## src/rtl/ahb_apb_bridge_pkg.sv

```systemverilog
// Shared types and helpers for the AHB-Lite to APB bridge.
// AHBAPB_APB4_EN enables the byte-strobe helper's consumer in the top.
package ahb_apb_bridge_pkg;

    typedef enum logic [2:0] {
        IDLE,
        LATCH,
        SETUP,
        ACCESS,
        ERR1,
        ERR2
    } bridge_state_e;

    localparam logic [1:0] HRESP_OKAY  = 2'b00;
    localparam logic [1:0] HRESP_ERROR = 2'b01;

    // Byte-lane mask for an AHB transfer of 2**hsize bytes at addr_lo, clipped to the bus width.
    function automatic logic [7:0] byte_strobe(input logic [2:0] addr_lo,
                                               input logic [2:0] hsize,
                                               input int unsigned nbytes);
        int unsigned sz;
        int unsigned off;
        logic [15:0] mask;
        sz = 32'd1 << hsize;
        if (sz > nbytes) sz = nbytes;
        off  = {29'd0, addr_lo} & (nbytes - 32'd1) & ~(sz - 32'd1);
        mask = (16'd1 << sz) - 16'd1;
        mask = mask << off;
        return mask[7:0];
    endfunction

endpackage

```

## src/rtl/ahb_apb_bridge_mslave_if.sv

```systemverilog
// AHB-Lite slave side plus APB master side of the bridge in one bundle.
// PSTRB/PPROT exist only when AHBAPB_APB4_EN is defined.
interface ahb_apb_bridge_mslave_if #(
    parameter int ADDR_WIDTH = 32,
    parameter int DATA_WIDTH = 32,
    parameter int NUM_SLAVES = 4
);
    logic                    HSEL;
    logic [ADDR_WIDTH-1:0]   HADDR;
    logic [1:0]              HTRANS;
    logic                    HWRITE;
    logic [2:0]              HSIZE;
    logic [3:0]              HPROT;
    logic                    HREADY;
    logic [DATA_WIDTH-1:0]   HWDATA;
    logic                    HREADYOUT;
    logic [1:0]              HRESP;
    logic [DATA_WIDTH-1:0]   HRDATA;
    logic [ADDR_WIDTH-1:0]   PADDR;
    logic [NUM_SLAVES-1:0]   PSEL;
    logic                    PENABLE;
    logic                    PWRITE;
    logic [DATA_WIDTH-1:0]   PWDATA;
    logic                    PREADY;
    logic                    PSLVERR;
    logic [DATA_WIDTH-1:0]   PRDATA;
`ifdef AHBAPB_APB4_EN
    logic [DATA_WIDTH/8-1:0] PSTRB;
    logic [2:0]              PPROT;
`endif

    // Bridge view: AHB slave, APB master.
    modport slave (
        input  HSEL, HADDR, HTRANS, HWRITE, HSIZE, HPROT, HREADY, HWDATA,
        input  PREADY, PSLVERR, PRDATA,
        output HREADYOUT, HRESP, HRDATA,
        output PADDR, PSEL, PENABLE, PWRITE, PWDATA
`ifdef AHBAPB_APB4_EN
        , output PSTRB, PPROT
`endif
    );

    // Environment view: AHB master, APB peripherals.
    modport master (
        output HSEL, HADDR, HTRANS, HWRITE, HSIZE, HPROT, HREADY, HWDATA,
        output PREADY, PSLVERR, PRDATA,
        input  HREADYOUT, HRESP, HRDATA,
        input  PADDR, PSEL, PENABLE, PWRITE, PWDATA
`ifdef AHBAPB_APB4_EN
        , input PSTRB, PPROT
`endif
    );

endinterface

```

## src/rtl/ahb_apb_slot_decode.sv

```systemverilog
// Extracts the APB slave index from an address, range-checks it and builds the one-hot select.
module ahb_apb_slot_decode #(
    parameter int ADDR_WIDTH = 32,
    parameter int NUM_SLAVES = 4,
    parameter int SLOT_LSB   = 12
) (
    input  logic [ADDR_WIDTH-1:0] addr_i,
    output logic                  in_range_o,
    output logic [NUM_SLAVES-1:0] sel_o
);

    localparam int IDX_W = (NUM_SLAVES > 1) ? $clog2(NUM_SLAVES) : 1;

    logic [IDX_W-1:0] idx;
    logic             unused_addr;

    generate
        if (NUM_SLAVES > 1) begin : g_multi
            assign idx        = addr_i[SLOT_LSB +: IDX_W];
            assign in_range_o = (32'(idx) < NUM_SLAVES);
        end else begin : g_single
            // A single slave has no index bits and cannot miss.
            assign idx        = '0;
            assign in_range_o = 1'b1;
        end
    endgenerate

    assign unused_addr = ^addr_i;

    for (genvar gi = 0; gi < NUM_SLAVES; gi++) begin : g_sel
        assign sel_o[gi] = in_range_o && (idx == IDX_W'(gi));
    end

endmodule

```

## src/rtl/ahb_apb_bridge_mslave.sv

```systemverilog
// AHB-Lite slave to APB3 master bridge with decoded PSEL, PREADY timeout and decode-error response.
// Define AHBAPB_APB4_EN to add registered PSTRB/PPROT outputs.
module ahb_apb_bridge_mslave
    import ahb_apb_bridge_pkg::*;
#(
    parameter int ADDR_WIDTH  = 32,
    parameter int DATA_WIDTH  = 32,
    parameter int NUM_SLAVES  = 4,
    parameter int SLOT_LSB    = 12,
    parameter int TIMEOUT_CYC = 256
) (
    input  logic                  HCLK,
    input  logic                  HRESET,
    ahb_apb_bridge_mslave_if.slave bus
);

    localparam int               CNT_W       = (TIMEOUT_CYC < 2) ? 1 : $clog2(TIMEOUT_CYC + 1);
    localparam logic [CNT_W-1:0] TIMEOUT_VAL = CNT_W'(TIMEOUT_CYC);

    bridge_state_e         state_q, state_d;
    logic [CNT_W-1:0]      count_q, count_d;
    logic [ADDR_WIDTH-1:0] paddr_q;
    logic                  pwrite_q;
    logic [DATA_WIDTH-1:0] pwdata_q;
    logic [DATA_WIDTH-1:0] hrdata_q;
    logic [NUM_SLAVES-1:0] slot_sel;
    logic                  slot_ok;
    logic                  accept;
    logic                  timed_out;
    logic                  unused_ahb;

    // The latched PADDR carries the slave index for the whole transfer.
    ahb_apb_slot_decode #(
        .ADDR_WIDTH (ADDR_WIDTH),
        .NUM_SLAVES (NUM_SLAVES),
        .SLOT_LSB   (SLOT_LSB)
    ) u_slot_decode (
        .addr_i     (paddr_q),
        .in_range_o (slot_ok),
        .sel_o      (slot_sel)
    );

    assign accept    = bus.HSEL && bus.HREADY && bus.HTRANS[1] &&
                       (state_q == IDLE || state_q == ERR2);
    assign timed_out = (TIMEOUT_CYC != 0) && (count_q == TIMEOUT_VAL);

    always_comb begin
        state_d = state_q;
        count_d = count_q;
        case (state_q)
            IDLE:    if (accept) state_d = LATCH;
            LATCH:   state_d = slot_ok ? SETUP : ERR1;
            SETUP: begin
                state_d = ACCESS;
                count_d = CNT_W'(1);
            end
            ACCESS: begin
                // A late PREADY on the expiry cycle still completes the transfer.
                if (bus.PREADY)     state_d = bus.PSLVERR ? ERR1 : IDLE;
                else if (timed_out) state_d = ERR1;
                else                count_d = count_q + 1'b1;
            end
            ERR1:    state_d = ERR2;
            ERR2:    state_d = accept ? LATCH : IDLE;
            default: state_d = IDLE;
        endcase
    end

    always_ff @(posedge HCLK) begin
        if (HRESET) begin
            state_q  <= IDLE;
            count_q  <= '0;
            paddr_q  <= '0;
            pwrite_q <= 1'b0;
            pwdata_q <= '0;
            hrdata_q <= '0;
        end else begin
            state_q <= state_d;
            count_q <= count_d;
            if (accept) begin
                paddr_q  <= bus.HADDR;
                pwrite_q <= bus.HWRITE;
            end
            if (state_q == LATCH) pwdata_q <= bus.HWDATA;
            if (state_q == ACCESS && bus.PREADY && !bus.PSLVERR && !pwrite_q)
                hrdata_q <= bus.PRDATA;
        end
    end

    assign bus.HREADYOUT = (state_q == IDLE) || (state_q == ERR2);
    assign bus.HRESP     = (state_q == ERR1 || state_q == ERR2) ? HRESP_ERROR : HRESP_OKAY;
    assign bus.HRDATA    = hrdata_q;
    assign bus.PADDR     = paddr_q;
    assign bus.PSEL      = (state_q == SETUP || state_q == ACCESS) ? slot_sel : '0;
    assign bus.PENABLE   = (state_q == ACCESS);
    assign bus.PWRITE    = pwrite_q;
    assign bus.PWDATA    = pwdata_q;

`ifdef AHBAPB_APB4_EN
    localparam int STRB_W = DATA_WIDTH / 8;

    logic [STRB_W-1:0] pstrb_q;
    logic [2:0]        pprot_q;

    always_ff @(posedge HCLK) begin
        if (HRESET) begin
            pstrb_q <= '0;
            pprot_q <= '0;
        end else if (accept) begin
            pstrb_q <= bus.HWRITE ? STRB_W'(byte_strobe(bus.HADDR[2:0], bus.HSIZE, STRB_W)) : '0;
            pprot_q <= {!bus.HPROT[0], 1'b0, bus.HPROT[1]};
        end
    end

    assign bus.PSTRB = pstrb_q;
    assign bus.PPROT = pprot_q;
    assign unused_ahb = ^{bus.HTRANS[0], bus.HPROT[3:2]};
`else
    assign unused_ahb = ^{bus.HTRANS[0], bus.HSIZE, bus.HPROT};
`endif

endmodule

```

## src/flat_wrapper.sv

```systemverilog
// flat-port wrapper written by rule: the top's interface ports become plain ports
module ahb_apb_bridge_mslave_flat import ahb_apb_bridge_pkg::*;
#(
    parameter int ADDR_WIDTH  = 32,
    parameter int DATA_WIDTH  = 32,
    parameter int NUM_SLAVES  = 4,
    parameter int SLOT_LSB    = 12,
    parameter int TIMEOUT_CYC = 256
)
  (HCLK, HRESET, bus_HSEL, bus_HADDR, bus_HTRANS, bus_HWRITE, bus_HSIZE, bus_HPROT, bus_HREADY, bus_HWDATA, bus_PREADY, bus_PSLVERR, bus_PRDATA, bus_HREADYOUT, bus_HRESP, bus_HRDATA, bus_PADDR, bus_PSEL, bus_PENABLE, bus_PWRITE, bus_PWDATA);
  ahb_apb_bridge_mslave_if #(.ADDR_WIDTH(ADDR_WIDTH), .DATA_WIDTH(DATA_WIDTH), .NUM_SLAVES(NUM_SLAVES)) bus_i ();
  input  logic HCLK;
  input  logic HRESET;
  input wire logic [$bits(bus_i.HSEL)-1:0] bus_HSEL;
  input wire logic [$bits(bus_i.HADDR)-1:0] bus_HADDR;
  input wire logic [$bits(bus_i.HTRANS)-1:0] bus_HTRANS;
  input wire logic [$bits(bus_i.HWRITE)-1:0] bus_HWRITE;
  input wire logic [$bits(bus_i.HSIZE)-1:0] bus_HSIZE;
  input wire logic [$bits(bus_i.HPROT)-1:0] bus_HPROT;
  input wire logic [$bits(bus_i.HREADY)-1:0] bus_HREADY;
  input wire logic [$bits(bus_i.HWDATA)-1:0] bus_HWDATA;
  input wire logic [$bits(bus_i.PREADY)-1:0] bus_PREADY;
  input wire logic [$bits(bus_i.PSLVERR)-1:0] bus_PSLVERR;
  input wire logic [$bits(bus_i.PRDATA)-1:0] bus_PRDATA;
  output wire logic [$bits(bus_i.HREADYOUT)-1:0] bus_HREADYOUT;
  output wire logic [$bits(bus_i.HRESP)-1:0] bus_HRESP;
  output wire logic [$bits(bus_i.HRDATA)-1:0] bus_HRDATA;
  output wire logic [$bits(bus_i.PADDR)-1:0] bus_PADDR;
  output wire logic [$bits(bus_i.PSEL)-1:0] bus_PSEL;
  output wire logic [$bits(bus_i.PENABLE)-1:0] bus_PENABLE;
  output wire logic [$bits(bus_i.PWRITE)-1:0] bus_PWRITE;
  output wire logic [$bits(bus_i.PWDATA)-1:0] bus_PWDATA;
  assign bus_i.HSEL = bus_HSEL;
  assign bus_i.HADDR = bus_HADDR;
  assign bus_i.HTRANS = bus_HTRANS;
  assign bus_i.HWRITE = bus_HWRITE;
  assign bus_i.HSIZE = bus_HSIZE;
  assign bus_i.HPROT = bus_HPROT;
  assign bus_i.HREADY = bus_HREADY;
  assign bus_i.HWDATA = bus_HWDATA;
  assign bus_i.PREADY = bus_PREADY;
  assign bus_i.PSLVERR = bus_PSLVERR;
  assign bus_i.PRDATA = bus_PRDATA;
  assign bus_HREADYOUT = bus_i.HREADYOUT;
  assign bus_HRESP = bus_i.HRESP;
  assign bus_HRDATA = bus_i.HRDATA;
  assign bus_PADDR = bus_i.PADDR;
  assign bus_PSEL = bus_i.PSEL;
  assign bus_PENABLE = bus_i.PENABLE;
  assign bus_PWRITE = bus_i.PWRITE;
  assign bus_PWDATA = bus_i.PWDATA;
  ahb_apb_bridge_mslave #(.ADDR_WIDTH(ADDR_WIDTH), .DATA_WIDTH(DATA_WIDTH), .NUM_SLAVES(NUM_SLAVES), .SLOT_LSB(SLOT_LSB), .TIMEOUT_CYC(TIMEOUT_CYC)) u_core (.HCLK(HCLK), .HRESET(HRESET), .bus(bus_i));
endmodule
```

## config.mk

```make
export PLATFORM = sky130hd
export DESIGN_NAME = ahb_apb_bridge_mslave_flat
export DESIGN_NICKNAME = d
export VERILOG_FILES = /design/src/rtl/ahb_apb_bridge_pkg.sv /design/src/rtl/ahb_apb_bridge_mslave_if.sv /design/src/rtl/ahb_apb_slot_decode.sv /design/src/rtl/ahb_apb_bridge_mslave.sv /design/src/flat_wrapper.sv
export SDC_FILE = /design/constraint.sdc
export NUM_CORES = 1
export LEC_CHECK = 0
export BUFFER_PORTS_ARGS = -buffer_cell sky130_fd_sc_hd__buf_2
export CAP_MARGIN = 20
export CORE_ASPECT_RATIO = 1.75
export CORE_MARGIN = 3
export CORE_UTILIZATION = 45
export CTS_CLUSTER_DIAMETER = 120
export CTS_CLUSTER_SIZE = 30
export DETAILED_ROUTE_END_ITERATION = 12
export GPL_TIMING_DRIVEN = 0
export PLACE_DENSITY = 0.81
export SKIP_LAST_GASP = 1
export SLEW_MARGIN = 20
export SYNTH_ARGS = -nofsm -noshare
export SYNTH_HDL_FRONTEND = slang
export SYNTH_HIERARCHICAL = 1
export SYNTH_SLANG_ARGS = --single-unit
```

## constraint.sdc

```tcl
create_clock -name HCLK -period 2 [get_ports HCLK]
set_input_delay 0.4 -clock HCLK [delete_from_list [all_inputs] [get_ports HCLK]]
set_output_delay 0.4 -clock HCLK [all_outputs]
set_load 0.05 [all_outputs]
```

* Word-level counts from Yosys, hierarchy flattened
Cells that the tools add are included.
Operators by class: add/sub/neg operators 1, multipliers 0, divide/modulo/power cells 0, $lt $le $gt $ge 0, equality and inequality tests 13, shifts and indexed selects 0, multiplexer cells 11, bitwise gates (word level) 0, reduce and logical (&&, ||, !) cells 16
Operators with widths (number):
- $mux W9 | 2
- $pmux W3 S6 | 1
- $pmux W9 S2 | 1
- $mux W3 | 4
- $add A9 B1 Y9 const B | 1
- $eq A9 B9 Y1 const B | 1
- $eq A3 B2 Y1 const B | 2
- $eq A3 B3 Y1 const B | 2
- $logic_and A1 B1 Y1 | 6
- $eq A2 B2 Y1 const B | 2
- $mux W4 | 1
- $ne A2 B2 Y1 const B | 2
- $eq A3 B1 Y1 const B | 1
- $logic_not A3 Y1 | 1
- $logic_or A1 B1 Y1 | 3
- $ne A3 B2 Y1 const B | 1
- $reduce_and A3 Y1 | 1
- $eq A2 B1 Y1 const B | 1
- $logic_not A1 Y1 | 2
- $logic_not A2 Y1 | 1
- $mux W1 | 2
- $ne A2 B1 Y1 const B | 1
- $reduce_and A2 Y1 | 1
- $reduce_bool A2 Y1 | 1
Word-level totals: register bits after elaboration 109, latch bits 0, memory bits (writable) 0, memory bits (read-only) 0, input bits 112, output and inout bits 105, logic and storage cells 47, memories kept 0

* Logic depth before layout (Yosys ltp)
word-level depth 5, depth in mapped cells 7

* Modules after synthesis
The synthesis kept the hierarchy.
Modules (own cells, without submodules):
- ahb_apb_bridge_mslave | instances 1, cells an instance 474, area an instance 4067.7 um^2, sequential area each 2182.1 um^2
- ahb_apb_slot_decode | instances 1, cells an instance 6, area an instance 37.5 um^2, sequential area each 0.0 um^2

* Worst setup path before layout
Ideal clock, no wire load.
path kind reg-to-output, start point register u_core.state_q[0], end point output bus_HREADYOUT, arrival time 1.688 ns, required time 1.600 ns, setup slack -0.088 ns, cell stages (with the launch flop) 4, path buffers 1, path through dfxtp_1 > buf_2 > nor2b_1 > nor3_1
On the way: longest elaborated chain between the ends 2
RTL lines:
- start: declaration | RTL line ahb_apb_bridge_mslave.sv:20 | bridge_state_e state_q, state_d;
- start signal: assignment | RTL line ahb_apb_bridge_mslave.sv:78 | state_q <= state_d;
- $eq A3 B3 Y1 / $logic_not A3 Y1 (equally long branches) | RTL line ahb_apb_bridge_mslave.sv:90 | assign bus.HREADYOUT = (state_q == IDLE) || (state_q == ERR2);
- $logic_or A1 B1 Y1 * | RTL line ahb_apb_bridge_mslave.sv:90
- end: declaration | RTL line flat_wrapper.sv:25 | output wire logic [$bits(bus_i.HREADYOUT)-1:0] bus_HREADYOUT;
Every way passes the cells marked *; elsewhere a longest branch is shown, timed or not.

* Worst setup path after layout
start point register u_core.state_q[1], end point output bus_PSEL[2]
On the way: longest elaborated chain between the ends 3
RTL lines:
- $eq A3 B2 Y1 | RTL line ahb_apb_bridge_mslave.sv:94 | assign bus.PSEL = (state_q == SETUP || state_q == ACCESS) ? slot_sel : '0;
- $logic_or A1 B1 Y1 * | RTL line ahb_apb_bridge_mslave.sv:94
- $mux W4 * | RTL line ahb_apb_bridge_mslave.sv:94
- end: declaration | RTL line flat_wrapper.sv:29 | output wire logic [$bits(bus_i.PSEL)-1:0] bus_PSEL;
Marks and branches as above.

==> results_dict.tcl <==
set metrics [dict create \
    outcome "finished clean" \
    syn_inst 480 \
    rows 45 \
    synthArstFlopShare_pct 0 \
    cts-root-buf "clkbuf_16" \
    cts_tree "done" \
    syn_area_per_cell_sq_um 8.55 \
    syn-cell-area_sq_um 4110 \
    via_per_inst 4.89 \
    ir_worst_vdd_mv 0.576 \
    worstPathRequired_ns 1.60 \
    max_freq_mhz 522 \
    antenna_found_initial 0 \
    syn2layout_area_growth_pct 36.7 \
    max_slew_margin_pct 57.9 \
    pwr_density_cell_nw_per_um2 797 \
    cts_inserted_buffers 9 \
    htree_levels 3 \
    slew_violations 0 \
    hold-worst-slack_ns 0.278 \
    ys_seq_area_share_pct 53.2 \
    drt_first_pass_iters 4 \
    hold_class "input pin to flip-flop" \
    leakage_uw 0.00280 \
    rsz0062_at_grt "false" \
    synth_top_flop_cell "dfxtp_1" \
    finClkSkew_ns 0.00487 \
    final_hold_viol_count 0 \
    nets 811 \
    overflow 0 \
    finalCriticalPeriod_ns 1.92 \
    die-area_sq_um 10300 \
    clock_latency_ns 0.35 \
    gp_congestion 0.772 \
    combinationalPowerShare_pct 12.2 \
    dieHeight_microns 132 \
    p_sw_uw 1220 \
    first_global_vias 3873 \
    cell_internal_pwr_uw 3250 \
    syn_nets 594 \
    grt_max_degree 20 \
    cts_num_sinks 109 \
    post-cts-setup-buffers 0 \
    via_count 4007 \
    endpoint_kind "output port" \
    dp_cells 804 \
    numPortBuffers 207 \
    ant_nets 0 \
    core_sq_um 8780 \
    hold_buffers 0 \
    arrival_ns 1.52 \
    clk_pin_slew_worst_paths_ns 0.07 \
    wl_per_cell_microns 13.7 \
    grt_pass1_wl_microns 17900 \
    num-fill-cells 763 \
    drc 0 \
    routed_wl_microns 11200 \
    diodes 0 \
    fin_util_pct 63.9 \
    drt_iter0_markers 200 \
    yosys_warnings 6 \
    netSwitchingFraction_pct 27.2 \
    worst_pin_slew_ns 0.632 \
    ios 217 \
    start_kind "flip-flop" \
    min_period_over_period_pct 95.8 \
    initial_core_util_pct 46.7 \
    clockBufferDepth 2 \
    pwr-share-clk_pct 37.4 \
    setup_viol 0 \
    critPathKind "flip-flop to output port" \
    drive_gt1_share_pct 35.9 \
    crit_fanout 10 \
    hpwl_microns 8790 \
    fin_cells 819 \
    yosysUniqueCellTypes 38 \
    grt_usage_pct 21.7 \
    ys_seq_elements 109 \
    max_cap_viol_count 0 \
    die_x_microns 78.2 \
    synth_edf_count 0 \
    seq_power_share_pct 50.3 \
]
==> logic make-up after synthesis <==
group / after synthesis / synth area share (%)
mux: 33 / 8.05
fa+ha+maj: 2 / 0.609
compound gates: 80 / 10.7
other cells: 2 / 0.183
simple gates: 213 / 22.3
flops: 109 / 53.2
buf+inv: 37 / 4.18
xor+xnor: 4 / 0.853
==> power groups by stage <==
| stage | combinational, uW | clock [uW] | sequential, uW |
|---|---|---|---|
| after floorplan | 164 | 0 | 2480 |
| after detailed placement | 543 | 0 | 2300 |
| final | 547 | 1670 | 2250 |
| after global routing | 591 | 1790 | 2260 |
| after CTS | 546 | 1710 | 2250 |
| after global placement | 534 | 0 | 2300 |
==> critical path, stage by stage, from the launching register on <==
cell and delay (ns):
dfxtp_1 0.31, buf_4 0.18, nor2b_1 0.14, buf_4 0.16, and2_1 0.12, buf_2 0.25
==> synthesized netlist by cell type (2+ instances only) <==
library cell | count | area (sq um)
nand2_1 | 135 | 507
dfxtp_1 | 109 | 2180
a21oi_1 | 67 | 335
nor2_1 | 42 | 158
mux2i_1 | 33 | 330
clkbuf_1 | 19 | 71.3
buf_2 | 8 | 40.0
and2_1 | 6 | 37.5
buf_4 | 6 | 45.0
nor2b_1 | 6 | 37.5
nor3_1 | 5 | 25.0
inv_1 | 4 | 15.0
xor2_1 | 4 | 35.0
a211oi_1 | 3 | 22.5
nand3_1 | 3 | 15.0
or4_1 | 3 | 22.5
a22oi_1 | 2 | 15.0
conb_1 | 2 | 7.51
ha_1 | 2 | 25.0
nand4_1 | 2 | 12.5
o31ai_1 | 2 | 15.0
==> cells in the final DEF, fill, tap and decap left out, types with 3 or more instances in the layout <==
cell type / instances
buf_2: 210
nand2_1: 135
dfxtp_1: 109
a21oi_1: 67
nor2_1: 42
mux2i_1: 33
clkbuf_1: 17
buf_4: 10
clkbuf_16: 9
and2_1: 6
inv_1: 4
nor2b_1: 4
xor2_1: 4
nand3_1: 3
or4_1: 3
nor3_1: 3
a211oi_1: 3
==> state kept, by name (all words and copies together), names as in the netlist <==
signal             flops
u_core/bus.PADDR      32
u_core/count_q         9
u_core/state_q         3
u_core/bus.HRDATA     32
u_core/bus.PWRITE      1
u_core/bus.PWDATA     32
==> per-stage QoR <==
step	instance area (sq um)	worst slack, ns	setup TNS (ns)	power, uW
2_1_floorplan	4110	0.283	0	2640
3_3_place_gp	5290	-0.0642	-1.15	2830
3_5_place_dp	5290	-0.132	-1.46	2840
4_1_cts	5580	0.0316	0	4510
5_1_grt	5610	0.0128	0	4640
6_report	5610	0.0846	0	4470
==> what timing repair did <==
item | CTS | global route
hold endpoints to repair | 0 | 0
setup endpoints to repair | 18 | 44
resized for setup | 2 | 14
cloned | 0 | 0
==> final cells by class <==
cell class / instances / area [sq um] / area share, %
buffer: 32 / 159 / 2.83
clock buffer: 9 / 225 / 4.01
clock inverter: 7 / 56.3 / 1.00
inverter: 4 / 15.0 / 0.268
multi-input combinational: 334 / 1780 / 31.8
sequential: 109 / 2180 / 38.9
tap: 117 / 146 / 2.61
timing repair buffer: 207 / 1050 / 18.6
==> per-layer routing <==
layer | vias to the layer above | part of all wire [%] | global-route usage [%]
li1 | 2007 | - | -
met1 | 1824 | 37 | 22.6
met2 | 148 | 54 | 40.6
met3 | 28 | 5.8 | 3.42
met4 | 0 | 3.3 | 11.3
met5 | - | 0 | 0
==> worst paths after layout <==
| kind | from | endpoint | slack, ns | cells past startpoint |
|---|---|---|---|---|
| setup / recovery | u_core/state_q[1]$_SDFFE_PP0P_ | bus_PSEL[2] | 0.08 | 5 |
| hold / removal | bus_PRDATA[28] | u_core/bus.HRDATA[28]$_SDFFE_PP0P_ | 0.28 | 3 |
| setup reg to reg | u_core/state_q[0]$_SDFFE_PP0P_ | u_core/bus.PADDR[0]$_SDFFE_PP0P_ | 0.13 | 6 |
| hold reg to reg | u_core/bus.PADDR[30]$_SDFFE_PP0P_ | u_core/bus.PADDR[30]$_SDFFE_PP0P_ | 0.45 | 2 |
(Power assumes the default switching activity.)
